File: config.mk
export PLATFORM = sky130hd
export DESIGN_NAME = pipe_stage_chain
export DESIGN_NICKNAME = d
export VERILOG_FILES = /design/src/rtl/pipe_stage_chain.sv
export SDC_FILE = /design/constraint.sdc
export NUM_CORES = 1
export LEC_CHECK = 0
export CAP_MARGIN = 20
export CORE_MARGIN = 3
export CORE_UTILIZATION = 43
export DETAILED_ROUTE_END_ITERATION = 10
export DONT_BUFFER_PORTS = 1
export PLACE_DENSITY_LB_ADDON = 0.1
export SYNTH_ARGS = -nofsm -noshare
export SYNTH_HDL_FRONTEND = slang
export SYNTH_SLANG_ARGS = --single-unit
File: constraint.sdc
create_clock -name clk -period 1.82 [get_ports clk]
set_input_delay 0.364 -clock clk [delete_from_list [all_inputs] [get_ports clk]]
set_output_delay 0.364 -clock clk [all_outputs]
set_load 0.02 [all_outputs]
File: src/rtl/pipe_stage_chain.sv
// ----------------------------------------------------------------------------
// pipe_stage_chain
//
// Chain of DEPTH pipeline registers with valid/ready back-pressure, a
// prefix stall that inserts a bubble above the held stages, and a prefix
// flush that squashes the youngest stages. Stage 0 is the youngest slot
// and stage DEPTH-1 is the oldest. Each slot carries an opaque payload and
// a destination tag with its write flag, so hazard logic can look at
// in-flight writers.
//
// Build option:
//   PIPE_FWD_EN  when defined, fwd_hit compares q_tag against every valid
//                writer in the chain. When undefined, fwd_hit is all zeros
//                and q_tag is ignored. Tags and write flags are still
//                stored and output.
//
// Ports:
//   clk          rising-edge clock
//   reset        asynchronous active-low reset, clears every stage
//   in_valid     upstream beat present
//   in_ready     stage 0 accepts this cycle
//   in_data      upstream payload
//   in_tag       destination register of the upstream beat
//   in_we        upstream beat writes its tag register
//   out_valid    oldest stage holds a beat
//   out_ready    downstream consumes the oldest stage
//   out_data     oldest stage payload
//   out_tag      oldest stage tag
//   out_we       oldest stage write flag
//   stall        hold request
//   stall_stage  highest stage index held by stall
//   flush        squash request
//   flush_stage  highest stage index squashed by flush
//   stage_valid  per-stage valid bits
//   q_tag        forwarding query tag
//   fwd_hit      per-stage forwarding match
//
// Handshake: a beat transfers on a rising edge when valid and ready are
// both high in the cycle before it. in_ready does not depend on in_valid.
// The exception is flush: in_ready is forced high so the upstream beat
// offered that cycle is consumed and then dropped.
// ----------------------------------------------------------------------------
module pipe_stage_chain #(
    parameter int DEPTH    = 4,
    parameter int DATA_W   = 64,
    parameter int TAG_W    = 5,
    parameter int ZERO_TAG = 31
) (
    input  logic                     clk,
    input  logic                     reset,
    input  logic                     in_valid,
    output logic                     in_ready,
    input  logic [DATA_W-1:0]        in_data,
    input  logic [TAG_W-1:0]         in_tag,
    input  logic                     in_we,
    output logic                     out_valid,
    input  logic                     out_ready,
    output logic [DATA_W-1:0]        out_data,
    output logic [TAG_W-1:0]         out_tag,
    output logic                     out_we,
    input  logic                     stall,
    input  logic [$clog2(DEPTH)-1:0] stall_stage,
    input  logic                     flush,
    input  logic [$clog2(DEPTH)-1:0] flush_stage,
    output logic [DEPTH-1:0]         stage_valid,
    input  logic [TAG_W-1:0]         q_tag,
    output logic [DEPTH-1:0]         fwd_hit
);

    // Stage state
    logic [DEPTH-1:0]  v;
    logic [DATA_W-1:0] d [DEPTH];
    logic [TAG_W-1:0]  t [DEPTH];
    logic [DEPTH-1:0]  w;

    // Per-stage control
    logic [DEPTH:0]    rdy;      // rdy[i]: stage i can take a beat this edge
    logic [DEPTH-1:0]  hold;     // stage is frozen by stall
    logic [DEPTH-1:0]  flsh;     // stage is squashed by flush
    logic [DEPTH-1:0]  mv;       // beat leaves stage i (advances or retires)
    logic [DEPTH-1:0]  src_mv;   // a beat arrives into stage i
    logic [DATA_W-1:0] src_d [DEPTH];
    logic [TAG_W-1:0]  src_t [DEPTH];
    logic [DEPTH-1:0]  src_w;
    logic              fire_in;

    // Stall and flush each select a prefix of stages starting at stage 0.
    // Because the prefixes always include stage 0, a stage that receives a
    // beat from below can never itself be held or squashed.
    always_comb begin
        for (int i = 0; i < DEPTH; i++) begin
            hold[i] = stall && (i <= int'(stall_stage));
            flsh[i] = flush && (i <= int'(flush_stage));
        end
    end

    // A stage is ready when it is empty or everything above it can move;
    // equivalently, it is blocked only when it and every older stage are
    // full and downstream is not consuming.
    always_comb begin : ready_chain
        logic acc;
        acc      = out_ready;
        rdy[DEPTH] = out_ready;
        for (int i = DEPTH - 1; i >= 0; i--) begin
            acc    = acc | ~v[i];
            rdy[i] = acc;
        end
    end

    assign in_ready = reset & (flush | (rdy[0] & ~hold[0]));
    // A flushed cycle still consumes the offered beat, but it never loads.
    assign fire_in  = in_valid & in_ready & ~flush;

    always_comb begin
        for (int i = 0; i < DEPTH; i++) begin
            mv[i] = v[i] & rdy[i+1] & ~hold[i] & ~flsh[i];
        end
        src_mv[0] = fire_in;
        src_d[0]  = in_data;
        src_t[0]  = in_tag;
        src_w[0]  = in_we;
        for (int i = 1; i < DEPTH; i++) begin
            src_mv[i] = mv[i-1];
            src_d[i]  = d[i-1];
            src_t[i]  = t[i-1];
            src_w[i]  = w[i-1];
        end
    end

    // Priority per stage: flush, then hold, then load, then drain.
    // The stage just above a held stage sees no source beat, so if it
    // drains that edge it naturally becomes a bubble.
    always_ff @(posedge clk or negedge reset) begin
        if (!reset) begin
            v <= '0;
            w <= '0;
            for (int i = 0; i < DEPTH; i++) begin
                d[i] <= '0;
                t[i] <= '0;
            end
        end else begin
            for (int i = 0; i < DEPTH; i++) begin
                if (flsh[i]) begin
                    v[i] <= 1'b0;
                end else if (hold[i]) begin
                    v[i] <= v[i];
                end else if (src_mv[i]) begin
                    v[i] <= 1'b1;
                end else if (mv[i]) begin
                    v[i] <= 1'b0;
                end
                // Payload changes only when a beat is loaded.
                if (src_mv[i]) begin
                    d[i] <= src_d[i];
                    t[i] <= src_t[i];
                    w[i] <= src_w[i];
                end
            end
        end
    end

    assign stage_valid = v;
    assign out_valid   = v[DEPTH-1];
    assign out_data    = d[DEPTH-1];
    assign out_tag     = t[DEPTH-1];
    assign out_we      = w[DEPTH-1];

`ifdef PIPE_FWD_EN
    localparam logic [TAG_W-1:0] ZT = TAG_W'(ZERO_TAG);

    // The zero register never forwards, whatever is in flight.
    always_comb begin
        for (int i = 0; i < DEPTH; i++) begin
            fwd_hit[i] = v[i] & w[i] & (t[i] == q_tag) & (q_tag != ZT);
        end
    end
`else
    logic unused_q_tag;
    assign unused_q_tag = ^q_tag;
    assign fwd_hit      = '0;
`endif

endmodule

==> results of run 1 <==
layout by cell type (no fill, tap or decap), drive strengths merged, types with 3 or more instances in the layout:
cell         netlist  routed
conb               1       4
clkinv             0       5
mux2             280     280
nand2              3       3
buf               99      25
dlygate4sd3        0      73
clkbuf             1      54
o21ai              6       6
a21oi              3       3
dfrtp            284     284
inv                3       5
worst paths after layout:
check / endpoint / slack, ps / cells after the start
max in group asynchronous: d[201] / 1920 / 0
hold reg to reg: out_data[39] / 470 / 1
setup reg to reg: d[190] / -150 / 4
setup / recovery: d[190] / -150 / 4
min in group clk: stage_valid[2] / 30 / 2
hold / removal: d[217] / -480 / 0
critical path: stages (launching register included):
cell                        delay, ps
sky130_fd_sc_hd__dfrtp_2          410
sky130_fd_sc_hd__and4b_4          220
sky130_fd_sc_hd__or4b_4           630
sky130_fd_sc_hd__clkbuf_16        270
sky130_fd_sc_hd__mux2_4           310
metrics by stage:
step	hold WS [ps]	std cells	setup TNS, ps	power [mW]	util
detailed placement	81.2	946	-2920	9.11	0.435
CTS	-508	1083	-12330	15.4	0.510
global route	-505	1091	-16460	16.0	0.522
global placement	81.7	946	-619	9.02	0.435
finish	-476	1091	-14210	15.2	0.522
floorplan	68.4	696	-3670	8.86	-
state kept, by name, summed over array words and instances, names as in the netlist:
signal       count
out_tag          5
d              192
src_t           15
stage_valid      4
w                4
out_data        64
metal layers:
metal / up-vias / share of wire / global-route usage
met5: - / 0 / 0
met4: 0 / 0.020 / 0.0416
met3: 34 / 0.046 / 0.0331
met2: 121 / 0.50 / 0.242
met1: 2893 / 0.44 / 0.194
li1: 2446 / - / -
cells by family (layout without fill, tap and decap cells):
kind of cell           count (synthesis)  after routing
AO/OA/AOI/OAI                         15             15
AND/OR/NAND/NOR                       10             10
multiplexers                         280            280
other                                  1              4
flip-flops                           284            284
buffers and inverters                103            163
timing repair:
item / 4_1_cts / 5_1_grt
gates cloned: 6 / 7
buffers inserted: 1 / 1
gates resized for setup: 28 / 37
pin swaps: 2 / 1
endpoints found under the hold margin: 356 / 284
endpoints found under the setup margin: 140 / 169
final cells by class:
type,instances,share of cell area
Tap cell,335,0.0307
Clock buffer,49,0.0655
Clock inverter,8,0.00550
Inverter,3,0.000826
Multi-Input combinational cell,309,0.279
Timing Repair Buffer,103,0.0975
Sequential cell,284,0.521
where the power goes:
part | internal (mW) | total (mW) | switching, mW
combinational | 1.19 | 1.54 | 0.348
clock | 3.50 | 5.88 | 2.38
sequential | 7.28 | 7.82 | 0.538
==> results.md, run 1 <==
Run status:
- The run finished, with violations left.
- The final reports fail on negative hold slack, negative setup slack.

Synth:
- The top-area cell type share of the netlist area is 0.619.
- The dominant combinational cell family by area after synthesis is multiplexers.
- The share of the Yosys chip area taken by registers is 0.619.
- Measured against the total synthesized area, the mux share comes to 0.297.
- The share of the synthesized area in compound gates (AO/OA/AOI/OAI) is 0.00828.
- By count the netlist is led by sky130_fd_sc_hd__dfrtp_1 (284), sky130_fd_sc_hd__mux2_1 (172), sky130_fd_sc_hd__buf_4 (69), sky130_fd_sc_hd__mux2_4 (69), sky130_fd_sc_hd__mux2_2 (39).
- The number of synthesized flops with an enable pin is 0.
- The gate count of the mapped netlist is approximately 700.
- For this run, the leading register cell type out of synthesis is sky130_fd_sc_hd__dfrtp_1.
- Ranked by total cell area, the synthesized netlist is headed by sky130_fd_sc_hd__dfrtp_1 (62%), sky130_fd_sc_hd__mux2_1 (17%), sky130_fd_sc_hd__mux2_4 (9.0%), sky130_fd_sc_hd__buf_4 (4.5%), sky130_fd_sc_hd__mux2_2 (3.8%).
- The async set or reset register ratio after synthesis is 1.00.
- The number of synthesis warnings is 0.
- The biggest area consumer among synthesized cells is sky130_fd_sc_hd__dfrtp_1.
- The share of the synthesized netlist area taken by xor and xnor gates is 0.
- The count of unique library cells instantiated by Yosys is 26.
- Of the total synthesized cell area, the portion taken by AND, OR, NAND and NOR gates is 0.00588.
- The cell area after synthesis is 11500 µm².
- Averaged over all synthesized cells, the footprint is 16.6 µm².
- sky130_fd_sc_hd__dfrtp_1 is the most common cell in the netlist.
- Of the total synthesized cell area, the portion taken by full adders, half adders and majority gates is 0.
- In this run, synthesis produced a sequential element count of 284.

GRT:
- For this run, the total global-route usage over all layers was measured as 0.146.
- The number of global-route vias before repair was 5824.
- The initial antenna violation count came to 0.
- Global routing finished with a remaining overflow of 0.
- The largest net degree at the start of global routing is around 290.
- The first global-routing pass estimated 33.6 mm of wire.

Worst setup path:
- The worst setup path is captured at a register.
- The worst setup path is launched from a register.
- The type of the worst setup path is register to register.
- The required arrival time at the worst endpoint is roughly 2200 ps.
- In this run the worst setup path begins at stage_valid[2].
- For the worst setup path, the data arrival time is 2400 ps.
- The launch instance of the worst register-to-register path is stage_valid[2].
- The biggest fanout along the worst timing path is 17.

Die:
- In this run the core area contains 59 standard-cell rows.
- 165 I/O pins were placed.
- The initial core utilization is 0.440.
- The overall die area is 28700 µm².
- The floorplan core area is 26100 µm².
- The x dimension of the die is 169 µm.
- Measured along the y axis, the die boundary spans 169 µm.

Layout:
- In the final layout, the share of cells above drive strength 1 is 0.320.
- The design area is 13600 µm².
- The storage element area is a little over 7000 µm².
- The number of diodes added for antenna fixing is 0.
- The final layout contains ~820 nets.
- The final-layout fill cell count is 2168.
- The post-synthesis to final-layout area growth is 18.7%.
- The area of the multi-input gates is about 3800 µm².

Clocking:
- CTS built an H-tree with a depth of 1.
- The total CTS buffers is 31.
- Hold repair after CTS inserted 73 buffers.
- The number of clock sinks is 284.
- No sink is reached through more buffers than the 3 on the longest clock path.
- TritonCTS built the clock tree.
- The latest clock arrival within the worst-skew pair is between 500 and 600 ps.
- The post-CTS clock slew at the launch and capture registers of the worst setup and hold paths is 60 ps.
- The tree is rooted in a sky130_fd_sc_hd__clkbuf_16.

Pwr:
- For this design the static power due to leakage is about 7.0 nW.
- The maximum VDD drop is 0.607 mV.
- Power spread over the standard cell area amounts to 1120 nW/µm².

Timing:
- The count of final setup violators is 140.
- The clock period minus worst slack is 1970 ps.
- The upper clock frequency limit is 507 MHz.
- Setup repair after global routing could not meet its margin everywhere.
- The final-report hold violation count is 284.
- Once routing completed, OpenROAD measured the worst setup slack at -152 ps.
- On the final layout, the worst clock skew is 8.57 ps.
- Across all hold checks on the routed design, the worst slack comes to -476 ps.
- Dividing the final minimum period by the clock period gives 1.08.
- The final count of pins violating max slew is 0.

Min path:
- In this run the worst hold path is classified as input port to async pin.

Drt:
- For this block, the initial DRC count from the detailed router was between 200 and 250.
- The detail-routed via count per cell is 5.04.
- The final wirelength is 22.3 mm.
- After detailed routing, the average wire length per cell comes to 20.5 µm.
- The routed layout has around 5500 vias.
- The number of antenna-violating nets in the routed design is 0.
- The detailed-router iteration count before antenna repair is 4.
- After detailed routing, the number of remaining DRC violations is 0.

Placed design:
- Port buffering added 0 buffers.
- The minimum setup slack after placement is -53.1 ps.
- The placed wire-length estimate after detailed placement is between 10 and 15 mm.
- Summing all placed instances gives a cell area of about 11000 µm².
- Routability-driven placement finished with a final weighted congestion of roughly 0.76.

Flow run:
- The max capacitance violation total is 0.
Note: power is estimated with default switching activity, not from simulation.
==> run 2: changes to the inputs <==
- CORE_MARGIN: 3 -> 2
==> results.md, run 2 (synthesis results as in run 1) <==
Run status:
- The run finished, with violations left.
- The checks that failed: design-rule violations, negative hold slack, negative setup slack.

Flow run:
- Across the run, the number of max-cap violations was 0.

Layout:
- After filler insertion, the fill cell instance count of the layout stands at 2099.
- In the final design database the tool counted 835 nets.
- The register bank with the most flops is d.
- For this run, the number of standard cells in the final layout without fillers is 1107.
- In the layout the commonest cells are sky130_fd_sc_hd__dfrtp_1 (281), sky130_fd_sc_hd__mux2_4 (210), sky130_fd_sc_hd__dlygate4sd3_1 (74), sky130_fd_sc_hd__clkbuf_16 (47), sky130_fd_sc_hd__mux2_2 (39).
- Registers take 7110 µm².
- The register with the most flip-flops in the layout has 192 of them.
- The post-synthesis to final-layout area growth is 24.6%.
- Leaving out fill and tap cells, the most frequent cell in the layout is sky130_fd_sc_hd__dfrtp_1.
- Of the cells placed in the final design, the portion with a size suffix greater than 1 is 0.457.
- The area of the multi-input gates is 4160 µm².
- The design area is 14300 µm².
- The number of diodes added for antenna fixing is 0.

Timing:
- The clock period minus worst slack is a little under 2000 ps.
- The count of final setup violators is 207.
- Derived from the worst setup path, the maximum achievable clock frequency is 507 MHz.
- The final-report hold violation count is 284.
- Across all hold checks on the routed design, the worst slack comes to -485 ps.
- Setup repair after global routing could not meet its margin everywhere.
- The worst-case clock skew is 13.2 ps.
- Setup slack on the critical path of the routed design comes to -154 ps.
- The final count of pins violating max slew is 0.
- The final worst-path cycle share is 1.08.

Die:
- The die covers 28000 µm².
- For this configuration, the core starts out at a cell density of 0.440.
- The height of the die is roughly 170 µm.
- The total area inside the core boundary comes to 26100 µm².
- The floorplan has between 50 and 60 rows.
- During I/O placement, the number of pins put on the boundary was approximately 170.
- In this run the horizontal extent of the chip is between 150 and 200 µm.

Clocking:
- The total CTS buffers is 30.
- The number of clock sinks is about 280.
- The clock tree from TritonCTS is done.
- After clock tree synthesis, the clock-pin slew on the worst setup and hold paths is roughly 60 ps.
- The deepest level of the CTS H-tree is 1.
- The hold buffer count at cts is 74.
- The clock tree buffer depth is 3.
- The later pin in the worst-skew pair is clocked with a latency of 550 ps.
- In this run the clock root is driven by a sky130_fd_sc_hd__clkbuf_16.

Worst setup path:
- The startpoint type of the worst setup path is a register.
- The worst setup path is captured at a register.
- The biggest fanout along the worst timing path is 15.
- The type of the worst setup path is register to register.
- Data on the critical path is required at its endpoint by 2240 ps.
- STA puts the critical path data arrival time at between 2000 and 2500 ps.

Pwr:
- Summed over all cells, the static leakage comes to 7.53 nW.
- The total power divided by cell area is about 1100 nW/µm².
- The worst-case IR drop observed on VDD is 0.657 mV.
- Overall power consumption after layout is estimated at approximately 16 mW.

GRT:
- The first global-routing pass estimated 33.8 mm of wire.
- The global router's overall resource usage is 0.150.
- The largest net degree at the start of global routing is ~290.
- The initial antenna violation count is 0.
- The number of global-route vias before repair came to 6100.
- The final global-route overflow total is 0.

Placed design:
- The post-placement cell count is 946.
- The routability-driven placement congestion ratio is 0.746.
- The minimum setup slack after placement is -30.4 ps.
- The count of input and output buffers is 0.
- The placed standard-cell area is roughly 11000 µm².
- The placed wire-length estimate after detailed placement is 11.8 mm.

Drt:
- The via count of the routed design is 5633.
- Once detail routing completed, the nets flagged for antenna violations numbered 0.
- The final wirelength is 25.3 mm.
- Dividing the detail-routed wire length by the instance count gives roughly 23 µm.
- The detailed-router iteration count before antenna repair is 9.
- Dividing the detail-routed via count by the number of cells gives roughly 5.1.
- For this run, design rule violations remaining after detail routing come to 11.
- The violation count after the first detailed-route iteration is 353.

Min path:
- In this run the worst hold path is classified as input port to async pin.
-- run 2: what timing repair did --
action,4_1_cts,5_1_grt
setup buffers,5,5
pin swaps,2,6
endpoints found under the hold margin,356,284
gates resized for setup,8,177
endpoints found under the setup margin,82,248
gates cloned,1,26
-- run 2: worst paths after layout --
kind | depth (start not counted) | from | end | slack, ps
setup / recovery | 4 | stage_valid[2] | d[172] | -150
hold / removal | 0 | reset | stage_valid[0] | -490
setup reg to reg | 4 | stage_valid[2] | d[172] | -150
hold reg to reg | 1 | d[71] | d[71] | 490
max in group asynchronous | 0 | reset | src_t[7] | 1870
min in group clk | 2 | flush_stage[1] | stage_valid[2] | 50
-- run 2: critical path, cell delays in order (launching register included) --
cell and delay, ps:
sky130_fd_sc_hd__dfrtp_2 410, sky130_fd_sc_hd__and4b_4 210, sky130_fd_sc_hd__or4b_4 670, sky130_fd_sc_hd__buf_12 230
sky130_fd_sc_hd__mux2_4 310
-- run 2: report_power, final --
group          switching [mW]  internal (mW)  total [mW]
registers               0.564           7.28        7.84
clock network            2.40           3.57        5.96
logic                   0.374           1.33        1.71
-- run 2: final cells by class --
type / instances / share of cell area
clock inverter: 8 / 0.00481
tap: 335 / 0.0293
inverter: 3 / 0.000787
timing repair buffer: 121 / 0.114
clock buffer: 46 / 0.0637
sequential: 284 / 0.497
multi-input combinational: 310 / 0.291
-- run 2: metal layers --
layer,global-route usage,up-vias,part of all wire
met5,0,-,0
met4,0.0423,0,0.017
met3,0.0454,37,0.061
met2,0.255,137,0.49
met1,0.188,2980,0.43
li1,-,2479,-
-- run 2: metrics by stage --
stage / utilization / TNS [ps]
after CTS: 0.504 / -5780
final: 0.548 / -12590
after detailed placement: 0.435 / -646
after global routing: 0.548 / -18770
after global placement: 0.435 / -371
after floorplan: - / -3670
